==> src/rtl/f_im_loader_pkg.sv <==
// Shared instruction-memory constants and loader state encoding.
// Same base address and depth are used by the F stage and PC reset.
package f_im_loader_pkg;
  localparam int          IM_WORD_W    = 32;
  localparam logic [31:0] IM_BASE_ADDR = 32'h0000_3000;
  localparam int          IM_DEPTH     = 4096;
  localparam int          WORD_CNT_W   = 13;

  typedef enum logic [1:0] {
    ST_IDLE  = 2'd0,
    ST_RECV  = 2'd1,
    ST_WRITE = 2'd2,
    ST_DONE  = 2'd3
  } loader_state_t;
endpackage

==> src/rtl/f_im_loader_if.sv <==
// Byte-stream link from the host/boot side into the IM loader.
interface f_im_loader_if;
  logic       s_valid;
  logic       s_ready;
  logic [7:0] s_data;
  logic       s_last;

  modport master (output s_valid, s_data, s_last, input s_ready);
  modport slave  (input s_valid, s_data, s_last, output s_ready);
endinterface

==> src/rtl/f_im_loader_packer.sv <==
// im_word_packer: collects big-endian bytes into one 32-bit word.
module im_word_packer
  import f_im_loader_pkg::*;
(
  input  logic                 clk,
  input  logic                 reset,
  input  logic                 clr,
  input  logic                 push,
  input  logic [7:0]           byte_in,
  output logic                 word_full,
  output logic [IM_WORD_W-1:0] packed_word
);
  logic [1:0] idx_q;

  assign word_full = push && (idx_q == 2'd3);

  always_ff @(posedge clk or negedge reset) begin
    if (!reset) begin
      idx_q       <= 2'd0;
      packed_word <= '0;
    end else if (clr) begin
      idx_q       <= 2'd0;
      packed_word <= '0;
    end else if (push) begin
      idx_q <= idx_q + 2'd1;
      // first byte of a word lands in the MSB lane
      case (idx_q)
        2'd0:    packed_word[31:24] <= byte_in;
        2'd1:    packed_word[23:16] <= byte_in;
        2'd2:    packed_word[15:8]  <= byte_in;
        default: packed_word[7:0]   <= byte_in;
      endcase
    end
  end
endmodule

==> src/rtl/f_im_loader.sv <==
// Instruction-memory loader: byte stream in, one IM word write per packed word.
// Optional checksum register enabled by F_IM_LOADER_CHECKSUM_EN.
//
// state    | meaning
// ST_IDLE  | after reset, waiting for start
// ST_RECV  | accepting bytes of the current word
// ST_WRITE | single-cycle IM write of the packed word
// ST_DONE  | program loaded, waiting for start
module f_im_loader
  import f_im_loader_pkg::*;
#(
  parameter logic [31:0] BASE_ADDR = IM_BASE_ADDR,
  parameter int          DEPTH     = IM_DEPTH
) (
  input  logic                  clk,
  input  logic                  reset,
  input  logic                  start,
  f_im_loader_if.slave          bs,
  output logic                  im_we,
  output logic [31:0]           im_addr,
  output logic [IM_WORD_W-1:0]  im_wdata,
  output logic                  busy,
  output logic                  done,
  output logic                  err_ovf,
  output logic [WORD_CNT_W-1:0] word_count,
  output logic [31:0]           checksum
);
  localparam logic [WORD_CNT_W-1:0] DEPTH_CNT = WORD_CNT_W'(DEPTH);

  loader_state_t        state_q, state_d;
  logic                 last_q;
  logic                 accept, word_full, go_write, at_cap, wr_fire;
  logic [IM_WORD_W-1:0] packed_word;

  assign bs.s_ready = (state_q == ST_RECV);
  assign accept     = bs.s_valid && bs.s_ready;
  assign go_write   = word_full || (accept && bs.s_last);
  assign at_cap     = (word_count == DEPTH_CNT);
  // start in the same cycle as WRITE aborts that write
  assign wr_fire    = (state_q == ST_WRITE) && !start && !at_cap;

  assign im_we    = wr_fire;
  assign im_addr  = BASE_ADDR + 32'({word_count, 2'b00});
  assign im_wdata = packed_word;
  assign busy     = (state_q == ST_RECV) || (state_q == ST_WRITE);
  assign done     = (state_q == ST_DONE);

  im_word_packer u_packer (
    .clk         (clk),
    .reset       (reset),
    .clr         (start || (state_q == ST_WRITE)),
    .push        (accept && !start),
    .byte_in     (bs.s_data),
    .word_full   (word_full),
    .packed_word (packed_word)
  );

  always_comb begin
    state_d = state_q;
    case (state_q)
      ST_IDLE:  state_d = ST_IDLE;
      ST_RECV:  if (go_write) state_d = ST_WRITE;
      ST_WRITE: state_d = last_q ? ST_DONE : ST_RECV;
      ST_DONE:  state_d = ST_DONE;
      default:  state_d = ST_IDLE;
    endcase
    if (start) state_d = ST_RECV;
  end

  always_ff @(posedge clk or negedge reset) begin
    if (!reset) begin
      state_q    <= ST_IDLE;
      last_q     <= 1'b0;
      word_count <= '0;
      err_ovf    <= 1'b0;
    end else begin
      state_q <= state_d;
      if (start) begin
        last_q     <= 1'b0;
        word_count <= '0;
        err_ovf    <= 1'b0;
      end else begin
        if (state_q == ST_RECV && go_write) last_q <= bs.s_last;
        if (wr_fire) word_count <= word_count + 1'b1;
        if (state_q == ST_WRITE && at_cap) err_ovf <= 1'b1;
      end
    end
  end

`ifdef F_IM_LOADER_CHECKSUM_EN
  logic [31:0] checksum_q;

  always_ff @(posedge clk or negedge reset) begin
    if (!reset)       checksum_q <= '0;
    else if (start)   checksum_q <= '0;
    else if (wr_fire) checksum_q <= checksum_q ^ packed_word;
  end

  assign checksum = checksum_q;
`else
  assign checksum = 32'h0;
`endif
endmodule

==> src/flat_wrapper.sv <==
// flat-port wrapper written by rule: the top's interface ports become plain ports
module f_im_loader_flat import f_im_loader_pkg::*;
#(
  parameter logic [31:0] BASE_ADDR = IM_BASE_ADDR,
  parameter int          DEPTH     = IM_DEPTH
)
  (clk, reset, start, im_we, im_addr, im_wdata, busy, done, err_ovf, word_count, checksum, bs_s_valid, bs_s_data, bs_s_last, bs_s_ready);
  f_im_loader_if bs_i ();
  input  logic clk;
  input  logic reset;
  input  logic start;
  output logic im_we;
  output logic [31:0] im_addr;
  output logic [IM_WORD_W-1:0] im_wdata;
  output logic busy;
  output logic done;
  output logic err_ovf;
  output logic [WORD_CNT_W-1:0] word_count;
  output logic [31:0] checksum;
  input wire logic [$bits(bs_i.s_valid)-1:0] bs_s_valid;
  input wire logic [$bits(bs_i.s_data)-1:0] bs_s_data;
  input wire logic [$bits(bs_i.s_last)-1:0] bs_s_last;
  output wire logic [$bits(bs_i.s_ready)-1:0] bs_s_ready;
  assign bs_i.s_valid = bs_s_valid;
  assign bs_i.s_data = bs_s_data;
  assign bs_i.s_last = bs_s_last;
  assign bs_s_ready = bs_i.s_ready;
  f_im_loader #(.BASE_ADDR(BASE_ADDR), .DEPTH(DEPTH)) u_core (.clk(clk), .reset(reset), .start(start), .bs(bs_i), .im_we(im_we), .im_addr(im_addr), .im_wdata(im_wdata), .busy(busy), .done(done), .err_ovf(err_ovf), .word_count(word_count), .checksum(checksum));
endmodule
==> config.mk <==
export PLATFORM = sky130hd
export DESIGN_NAME = f_im_loader_flat
export DESIGN_NICKNAME = d
export VERILOG_FILES = /design/src/rtl/f_im_loader_pkg.sv /design/src/rtl/f_im_loader_if.sv /design/src/rtl/f_im_loader_packer.sv /design/src/rtl/f_im_loader.sv /design/src/flat_wrapper.sv
export SDC_FILE = /design/constraint.sdc
export NUM_CORES = 1
export LEC_CHECK = 0
export CAP_MARGIN = 20
export CORE_UTILIZATION = 55
export DETAILED_ROUTE_END_ITERATION = 16
export DONT_BUFFER_PORTS = 1
export PLACE_DENSITY = 0.76
export SLEW_MARGIN = 40
export SYNTH_ARGS = -nofsm -noshare
export SYNTH_HDL_FRONTEND = slang
export SYNTH_SLANG_ARGS = --single-unit
export TNS_END_PERCENT = 100
==> constraint.sdc <==
create_clock -name clk -period 1.8 [get_ports clk]
set_clock_uncertainty 0.1 [all_clocks]
set_input_delay 0.36 -clock clk [delete_from_list [all_inputs] [get_ports clk]]
set_output_delay 0.36 -clock clk [all_outputs]
set_load 0.02 [all_outputs]
* Word-level counts from Yosys, hierarchy flattened
Cells that the tools add are included.
** Storage, ports and cells
- Input bits :: 13
- Logic and storage cells :: 66
- Output and inout port bits :: 114
- Bits in registers :: 51
** Cells by class
- Eq/ne operators :: 9
- Muxes and demuxes :: 18
- Reductions and logical operators :: 27
- Add/sub/neg operators :: 3
** Operators with widths (count)
- 2-to-1 mux 32 bit :: 2
- 2-to-1 mux 8 bit :: 4
- 2-to-1 mux 13 bit :: 2
- adder 14 x 15 -> 16 bit (first input constant) :: 1
- nonzero test 2 bit :: 7
- adder 13 x 1 -> 13 bit (second input constant) :: 1
- equality test 13 bit (second input constant) :: 1
- 2-to-1 mux 2 bit :: 5
- equality test 2 bit (second input constant) :: 4
- logical AND 1 bit :: 8
- case mux 2 bit (4 select lines) :: 1
- AND reduction 2 bit :: 4
- equality test 2 x 1 -> 1 bit (second input constant) :: 2
- zero test 2 bit :: 2
- 2-to-1 mux 1 bit :: 4
- logical OR 1 bit :: 3
- inequality test 3 bit (second input constant) :: 1
- OR reduction 3 bit :: 1
- adder 2 x 1 -> 2 bit (second input constant) :: 1
- zero test 1 bit :: 2
- inequality test 2 x 1 -> 1 bit (second input constant) :: 1

* Longest topological paths before layout
Gate-level depths: netlist of the first run.
- Word-level depth :: 8
- Mapped depth :: 8
- Mapped depth without buffers :: 6

* Hierarchy
A second synthesis of the first run with hierarchy kept.
** Second synthesis, totals
- Cell total of the unflattened synthesis :: 312
- Area total of the unflattened synthesis :: 3161.8 µm²
** Modules (own cells, without submodules)
- im_word_packer :: seq. area each 850.8 µm², cells each 131, instances 1, area each 1611.5 µm²
- f_im_loader :: seq. area each 425.4 µm², cells each 181, instances 1, area each 1550.2 µm²

* Worst setup path before layout of the first run
OpenSTA, ideal clock, no wires.
- Kind :: flip-flop to output port
- Start point :: register u_core.word_count[10]
- End point :: output port im_we
- Stages on the path, launching flop included :: 6
- Path slack :: -0.437 ns
- Data arrival time :: 1.777 ns
- Cell sequence :: dfrtp_1 > inv_1 > ha_1 > or4b_1 > o31ai_4 > nor2_1
** On the way
- Word-level cells in the longest chain between the ends :: 3
** Ends and longest elaborated chain
- start, declared :: RTL line f_im_loader.sv:25 : output logic [WORD_CNT_W-1:0] word_count,
- start signal, assigned :: RTL line f_im_loader.sv:84 : if (wr_fire) word_count <= word_count + 1'b1;
- equality test 13 bit :: RTL line f_im_loader.sv:38 : assign at_cap = (word_count == DEPTH_CNT);
- zero test 1 bit :: RTL line f_im_loader.sv:40 : assign wr_fire = (state_q == ST_WRITE) && !start && !at_cap;
- logical AND 1 bit :: RTL line f_im_loader.sv:40
- end, declared :: RTL line flat_wrapper.sv:12 : output logic im_we;
No other way between the ends.

* Final worst setup path of the first run
- Start point :: register u_core.word_count[11]
- End point :: output port im_we
Same word-level chain as after synthesis.

==> results.json, run 1 <==
{
  "outcome": "finished with violations",
  "violations": "setup timing",
  "grt_usage_pct": 22.3,
  "synth_area_per_cell_um2": 8.97,
  "drive_above_1_share_pct": 16.2,
  "cp_data_required_time_ns": 1.34,
  "syn_to_final_growth_pct": 7.21,
  "synth-main-ff-cell": "dfrtp_1",
  "yosys.area.top_type": "dfrtp_1",
  "h-tree-depth": 2,
  "drtIter0Drc": 93,
  "final_cell_mix": "50 x conb_1, 49 x dfrtp_1, 37 x nand2_1, 36 x nand3_1, 34 x a21oi_1",
  "period_share_pct": 123,
  "leakagePower_nw": 1.43,
  "critical_path_class": "reg2out",
  "grt.overflow.total": 0,
  "synth_top_cell_area_share_pct": 43.5,
  "nNetsFinal": 364,
  "setup_tns_ns": -0.868,
  "hp-class": "in2reg",
  "cts.sinks": 51,
  "wl_um": 6190,
  "grt_max_degree": 52,
  "setup_viol": 4,
  "ioPinCount": 127,
  "final-hold-violation-count": 0,
  "post_drt_wl_per_cell_um": 15.1,
  "max-vdd-ir-drop_uv": 507,
  "cts_tree": "yes",
  "synth_area_leaders": "dfrtp_1 43%, buf_4 16%, nand3_1 6.1%",
  "syn_inst": 327,
  "viasPerCell": 5.10,
  "grt_pass1_vias": 1912,
  "ant_nets": 0,
  "path_clk_slew_ns": 0.10,
  "start_util_pct": 57.4,
  "fmax_mhz": 451,
  "dr_total_vias": 2087,
  "fin_cells": 409,
  "whs_ns": 0.0123,
  "layout_commonest_cell": "conb_1",
  "rsz0062_at_grt": "true",
  "core_um2": 5110,
  "place_ws_ns": -0.139,
  "diodes": 0,
  "cts_buffer_depth": 2,
  "synth_enable_flop_cells": 0,
  "die_area_um2": 5630,
  "netlist_area_um2": 2930,
  "critPathLaunch": "u_core.word_count[11]",
  "synth_warnings": 0,
  "crit_end": "im_we",
  "min_period_ns": 2.22,
  "start_kind": "flop",
  "cts_buffers": 5,
  "cp_max_fo": 2,
  "p_per_area_nw_per_um2": 1010,
  "antenna_found_initial": 0,
  "async_flop_share_pct": 100,
  "ff2ff_path_depth": 7,
  "clock_latency_ns": 0.31,
  "ys_types": 38,
  "worst_ep_arrival_time_ns": 1.76,
  "place.port_buffers": 0,
  "seq_area_frac_synth_pct": 43.5,
  "max-cap-violations": 0,
  "dr.pass1.iters": 4,
  "placementRows": 26,
  "clockRootBuffer": "clkbuf_8",
  "die_h_um": 75.0,
  "ys_seq_elements": 51,
  "reg2reg_from": "u_core.word_count[11]",
  "grt_pass1_wl_um": 9270,
  "placedCellCount": 394,
  "r2r_end": "u_core.word_count[1]",
  "power_mw": 3.17,
  "r2r_slack_ns": -0.18,
  "gp_congestion": 0.757,
  "dp_hpwl_um": 4140,
  "worstSetupEndpointType": "output pin",
  "drc": 0,
  "maxSlewViolCount": 0,
  "fp.dieW_um": 75.0,
  "worst_slack_ns": -0.420
}
## cell usage after synthesis, types with 2 or more instances
cell	instances
nand2_1	41
clkbuf_1	13
buf_4	62
nand4_1	5
nor2_1	16
inv_1	11
a21oi_1	34
dfrtp_1	51
mux2i_1	2
nor3_1	7
nand3_1	36
xor2_1	2
ha_1	13
o21ai_1	2
xnor2_1	9
## where the power goes
group	total (mW)	internal [mW]	switching [mW]	leakage [nW]
Combinational	1.05	0.357	0.692	0.684
Clock	0.691	0.287	0.404	0.0491
Sequential	1.43	1.25	0.181	0.700
Total	3.17	1.90	1.28	1.43
## worst min path at each step
stage           from  slack [ns]  cells past startpoint                    to
2_1_floorplan  reset       -0.04                      0        u_core.err_ovf
3_3_place_gp   reset       -0.03                      0  u_core.word_count[5]
3_5_place_dp   reset       -0.03                      0  u_core.word_count[0]
4_1_cts        start       0.001                      1  u_core.word_count[1]
5_1_grt        start     -0.0006                      1        u_core.err_ovf
6_report       start        0.01                      1  u_core.word_count[1]
## layer usage
metal / up-vias / track usage (%) / share of wire, %
met3: 6 / 9.24 / 9.9
met2: 98 / 37.0 / 51
met4: 0 / 5.87 / 1.1
met1: 986 / 26.8 / 38
met5: - / 0 / 0
li1: 997 / - / -
## final cells by class
type	instances	area, um^2
multi-input cells	238	1350
inverters	11	43.8
clock buffers	5	68.8
well taps	70	87.6
fillers	416	1960
clock inverters	3	26.3
repair buffers	31	293
flip-flops and latches	51	1280
## state kept, by name, indices dropped and copies added, names as in the netlist
name,count
u_core.u_packer.packed_word,32
u_core.word_count,13
u_core.state_q,2
u_core.u_packer.idx_q,2
u_core.err_ovf,1
u_core.last_q,1
## stage by stage
step                      area [um^2]  utilization, %
after floorplan                  3140               -
after detailed placement         2920            57.1
after global placement           2920            57.1
final                            3150            61.6
after CTS                        3090            60.4
after global routing             3150            61.6
## repair_timing
action	in CTS	in global routing
setup buffers	1	2
endpoints found under the hold margin	54	3
endpoints found under the setup margin	4	40
gates resized for setup	5	8
pin swaps	3	6
hold buffers	3	1
## cell families after synthesis
group           share of synthesized area (%)
compound gates                           9.17
xor+xnor                                 3.28
fa+ha+maj                                5.54
buf+inv                                  19.1
flops                                    43.5
mux                                     0.682
other cells                             0.128
simple gates                             18.6
## critical path, stage by stage (launching register included)
cell and delay (ns):
dfrtp_2 0.42, inv_2 0.08, ha_4 0.13, or4b_4 0.48, o31ai_4 0.26, nor2_4 0.10
Note: power is estimated with default switching activity, not from simulation.
==> inputs of run 2 (changes only) <==
SETUP_SLACK_MARGIN = 0.05   (was default)
==> results.json, run 2 (same netlist as run 1, synthesis figures left out) <==
{
  "outcome": "finished with violations",
  "cp_data_required_time_ns": 1.34,
  "antenna_found_initial": 0,
  "maxSlewViolCount": 0,
  "top_regs": "u_core.u_packer.packed_word (32), u_core.word_count (13)",
  "grt.overflow.total": 0,
  "drc": 0,
  "cts_tree": "yes",
  "grt_pass1_wl_um": 9170,
  "syn_to_final_growth_pct": 10.1,
  "place_ws_ns": -0.167,
  "multiInputGateArea_um2": 1390,
  "place.port_buffers": 0,
  "start_util_pct": 57.4,
  "fin_area_um2": 3230,
  "seq_area_um2": 1280,
  "ant_nets": 0,
  "setup_tns_ns": -1.13,
  "grt_use_met3_pct": 7.36,
  "dr_total_vias": 2132,
  "fillers": 432,
  "max-vdd-ir-drop_uv": 504,
  "cts.sinks": 51,
  "fin_cells": 410,
  "post_drt_wl_per_cell_um": 15.4,
  "grt_usage_pct": 21.9,
  "setup_viol": 6,
  "violations": "setup timing",
  "period_share_pct": 125,
  "final_cell_mix": "50 x conb_1, 48 x dfrtp_1, 37 x nand2_1, 36 x nand3_1, 34 x a21oi_1",
  "busiest_layer": "met2",
  "worstSetupEndpointType": "output pin",
  "critical_path_class": "reg2out",
  "cp_max_fo": 2,
  "gp_congestion": 0.768,
  "placementRows": 26,
  "cts_buffer_depth": 2,
  "min_period_ns": 2.25,
  "cts_buffers": 5,
  "drtIter0Drc": 69,
  "leakagePower_nw": 1.46,
  "die_h_um": 75.0,
  "viasPerCell": 5.20,
  "dr.pass1.iters": 6,
  "p_per_area_nw_per_um2": 1050,
  "met1_usage_pct": 27.5,
  "max-cap-violations": 0,
  "core_um2": 5110,
  "clock_latency_ns": 0.31,
  "use_met2_pct": 34.6,
  "regMostFlops": "u_core.u_packer.packed_word",
  "grt_pass1_vias": 1892,
  "dp_hpwl_um": 4090,
  "layout_commonest_cell": "conb_1",
  "worst_slack_ns": -0.449,
  "start_kind": "flop",
  "whs_ns": 0.00977,
  "power_mw": 3.41,
  "largest_register_ffs": 32,
  "fmax_mhz": 445,
  "wl_um": 6300,
  "drive_above_1_share_pct": 18.2,
  "place_area_um2": 2920,
  "nNetsFinal": 365,
  "hp-class": "in2reg",
  "fp.dieW_um": 75.0,
  "diodes": 0,
  "placedCellCount": 393,
  "path_clk_slew_ns": 0.10,
  "clockRootBuffer": "clkbuf_8",
  "ioPinCount": 127,
  "rsz0062_at_grt": "true",
  "die_area_um2": 5630,
  "h-tree-depth": 2,
  "grt_max_degree": 52,
  "final-hold-violation-count": 0,
  "fin_util_pct": 63.2,
  "worst_ep_arrival_time_ns": 1.79
}
run 2: worst max-delay path, cell delays in order (launching register included):
cell     delay, ns
dfrtp_2       0.44
inv_4         0.07
ha_4          0.12
or4b_4        0.48
o31ai_4       0.27
nor2_4        0.10
run 2: report_power, final:
part,total (mW),internal [mW],switching [mW]
clock network,0.824,0.419,0.405
logic,1.14,0.410,0.730
registers,1.44,1.25,0.187
total,3.41,2.08,1.32
run 2: cell type report:
type / instances / area share, %
inverter: 11 / 1.36
tap: 70 / 2.71
clock buffer: 5 / 2.13
multi-input combinational: 238 / 43.0
clock inverter: 3 / 1.43
timing repair buffer: 32 / 9.72
sequential: 51 / 39.6
run 2: repair_timing:
action / 4_1_cts / 5_1_grt
hold buffers: 3 / 1
endpoints found under the setup margin: 39 / 42
buffers inserted: 3 / 4
hold endpoints to repair: 61 / 1
resized for setup: 13 / 9
pin swaps: 4 / 4
cloned: 0 / 1
run 2: worst paths after layout:
check	startpoint	to	slack (ns)	depth (start not counted)
worst max-delay path	u_core.word_count[10]	im_we	-0.45	5
worst min-delay path	start	u_core.word_count[9]	0.01	1
worst max register to register	u_core.word_count[10]	u_core.word_count[1]	-0.22	7
worst min register to register	u_core.last_q	u_core.last_q	0.46	2
max in group asynchronous	reset	u_core.state_q[1]	0.88	2
min in group asynchronous	reset	u_core.word_count[3]	0.47	2
run 2: metal layers:
layer	wire length, um	vias up	part of all wire, %
met5	0	-	0
met4	116	0	1.8
met3	571	10	9.1
met2	3190	103	51
met1	2430	1019	39
li1	-	1000	-
==> inputs of run 3 (changes only) <==
REMOVE_ABC_BUFFERS = 1   (was default)
==> results.json, run 3 (same netlist as run 1, synthesis figures left out) <==
{
  "wl_um": 6190,
  "maxSlewViolCount": 0,
  "critical_path_class": "reg2out",
  "drive_above_1_share_pct": 17.2,
  "min_path_cells": 1,
  "fin_area_um2": 3230,
  "fmax_mhz": 450,
  "rsz0062_at_grt": "true",
  "leakagePower_nw": 1.49,
  "setup_viol": 4,
  "core_um2": 5110,
  "period_share_pct": 124,
  "whs_ns": 0.00967,
  "grt.overflow.total": 0,
  "cp_data_required_time_ns": 1.34,
  "min_period_ns": 2.22,
  "start_kind": "flop",
  "die_h_um": 75.0,
  "antenna_found_initial": 0,
  "ff2ff_path_depth": 9,
  "regMostFlops": "u_core.u_packer.packed_word",
  "clockRootBuffer": "clkbuf_8",
  "p_seq_share_pct": 42.3,
  "placementRows": 26,
  "grt_max_degree": 52,
  "p_per_area_nw_per_um2": 1050,
  "dr_total_vias": 2131,
  "max-vdd-ir-drop_uv": 651,
  "diodes": 0,
  "final-hold-violation-count": 0,
  "cts_buffer_depth": 2,
  "hp-class": "in2reg",
  "grt_usage_pct": 21.3,
  "syn_to_final_growth_pct": 10.1,
  "start_util_pct": 57.4,
  "grt_pass1_vias": 1798,
  "worst_ep_arrival_time_ns": 1.76,
  "violations": "setup timing",
  "top_regs": "u_core.u_packer.packed_word (32), u_core.word_count (13)",
  "cp_max_fo": 2,
  "dr.pass1.iters": 4,
  "p_comb_share_pct": 33.5,
  "switchingPower_mw": 1.30,
  "place.port_buffers": 0,
  "clock_latency_ns": 0.31,
  "cts_tree": "yes",
  "worst_slack_ns": -0.423,
  "outcome": "finished with violations",
  "cts.sinks": 51,
  "fp.dieW_um": 75.0,
  "viasPerCell": 5.15,
  "path_clk_slew_ns": 0.10,
  "worstSetupEndpointType": "output pin",
  "final_cell_mix": "50 x conb_1, 50 x dfrtp_1, 37 x nand2_1, 36 x nand3_1, 34 x a21oi_1",
  "drc": 0,
  "largest_register_ffs": 32,
  "h-tree-depth": 2,
  "grt_pass1_wl_um": 8830,
  "p_int_mw": 2.09,
  "ant_nets": 0,
  "nNetsFinal": 369,
  "ioPinCount": 127,
  "place_area_um2": 2900,
  "die_area_um2": 5630,
  "gp_congestion": 0.795,
  "post_drt_wl_per_cell_um": 15.0,
  "switching_share_pct": 38.4,
  "drtIter0Drc": 97,
  "dp_hpwl_um": 4160,
  "cts_buffers": 5,
  "pwr-share-clk_pct": 24.2,
  "max-cap-violations": 0
}
[run 3: cell type report]
| type | count | area, um^2 |
|---|---|---|
| multi-input combinational | 238 | 1360 |
| clock buffer | 5 | 68.8 |
| clock inverter | 3 | 46.3 |
| fill | 435 | 1880 |
| inverter | 11 | 41.3 |
| timing repair buffer | 36 | 349 |
| tap | 70 | 87.6 |
| sequential | 51 | 1280 |
[run 3: path summary, 6_finish.rpt]
check,from,end,slack (ns)
max in group asynchronous,reset,u_core.state_q[1],0.90
setup / recovery,u_core.word_count[10],im_we,-0.42
setup reg to reg,u_core.word_count[10],u_core.word_count[1],-0.35
min in group asynchronous,reset,u_core.u_packer.packed_word[16],0.45
hold / removal,start,u_core.word_count[10],0.01
hold reg to reg,u_core.last_q,u_core.last_q,0.44
[run 3: power groups by stage]
stage / Sequential [mW] / Combinational (mW) / Clock (mW)
6_report: 1.43 / 1.13 / 0.818
5_1_grt: 1.44 / 1.25 / 0.864
4_1_cts: 1.42 / 1.02 / 0.828
3_5_place_dp: 1.45 / 0.964 / 0
3_3_place_gp: 1.44 / 0.941 / 0
2_1_floorplan: 1.45 / 0.678 / 0
[run 3: repair_timing]
| action | 4_1_cts | 5_1_grt |
|---|---|---|
| hold buffers | 2 | 1 |
| endpoints found under the hold margin | 51 | 2 |
| gates resized for setup | 10 | 14 |
| gates cloned | 0 | 1 |
| pin swaps | 1 | 6 |
| buffers inserted | 3 | 5 |
| setup endpoints to repair | 8 | 40 |
[run 3: through the flow]
stage | worst slack (ns) | util [%] | power [mW] | setup TNS, ns | cells
5_1_grt | -0.470 | 63.3 | 3.56 | -1.48 | 414
4_1_cts | -0.376 | 61.0 | 3.27 | -0.742 | 408
6_report | -0.423 | 63.3 | 3.38 | -1.12 | 414
3_3_place_gp | -0.0632 | 56.8 | 2.38 | -0.105 | 395
3_5_place_dp | -0.108 | 56.8 | 2.41 | -0.249 | 395
2_1_floorplan | -0.605 | - | 2.13 | -21.66 | 300
[run 3: metal layers]
metal	global-route usage, %	part of all wire, %
met4	6.08	0.92
met1	27.1	40
met5	0	0
met3	7.90	9.9
met2	34.0	49
[run 3: worst max-delay path: stages (launching register included)]
cell and delay [ns]:
dfrtp_1 0.40, inv_2 0.06, ha_1 0.14, or4b_4 0.48, o31ai_4 0.29, nor2_4 0.08
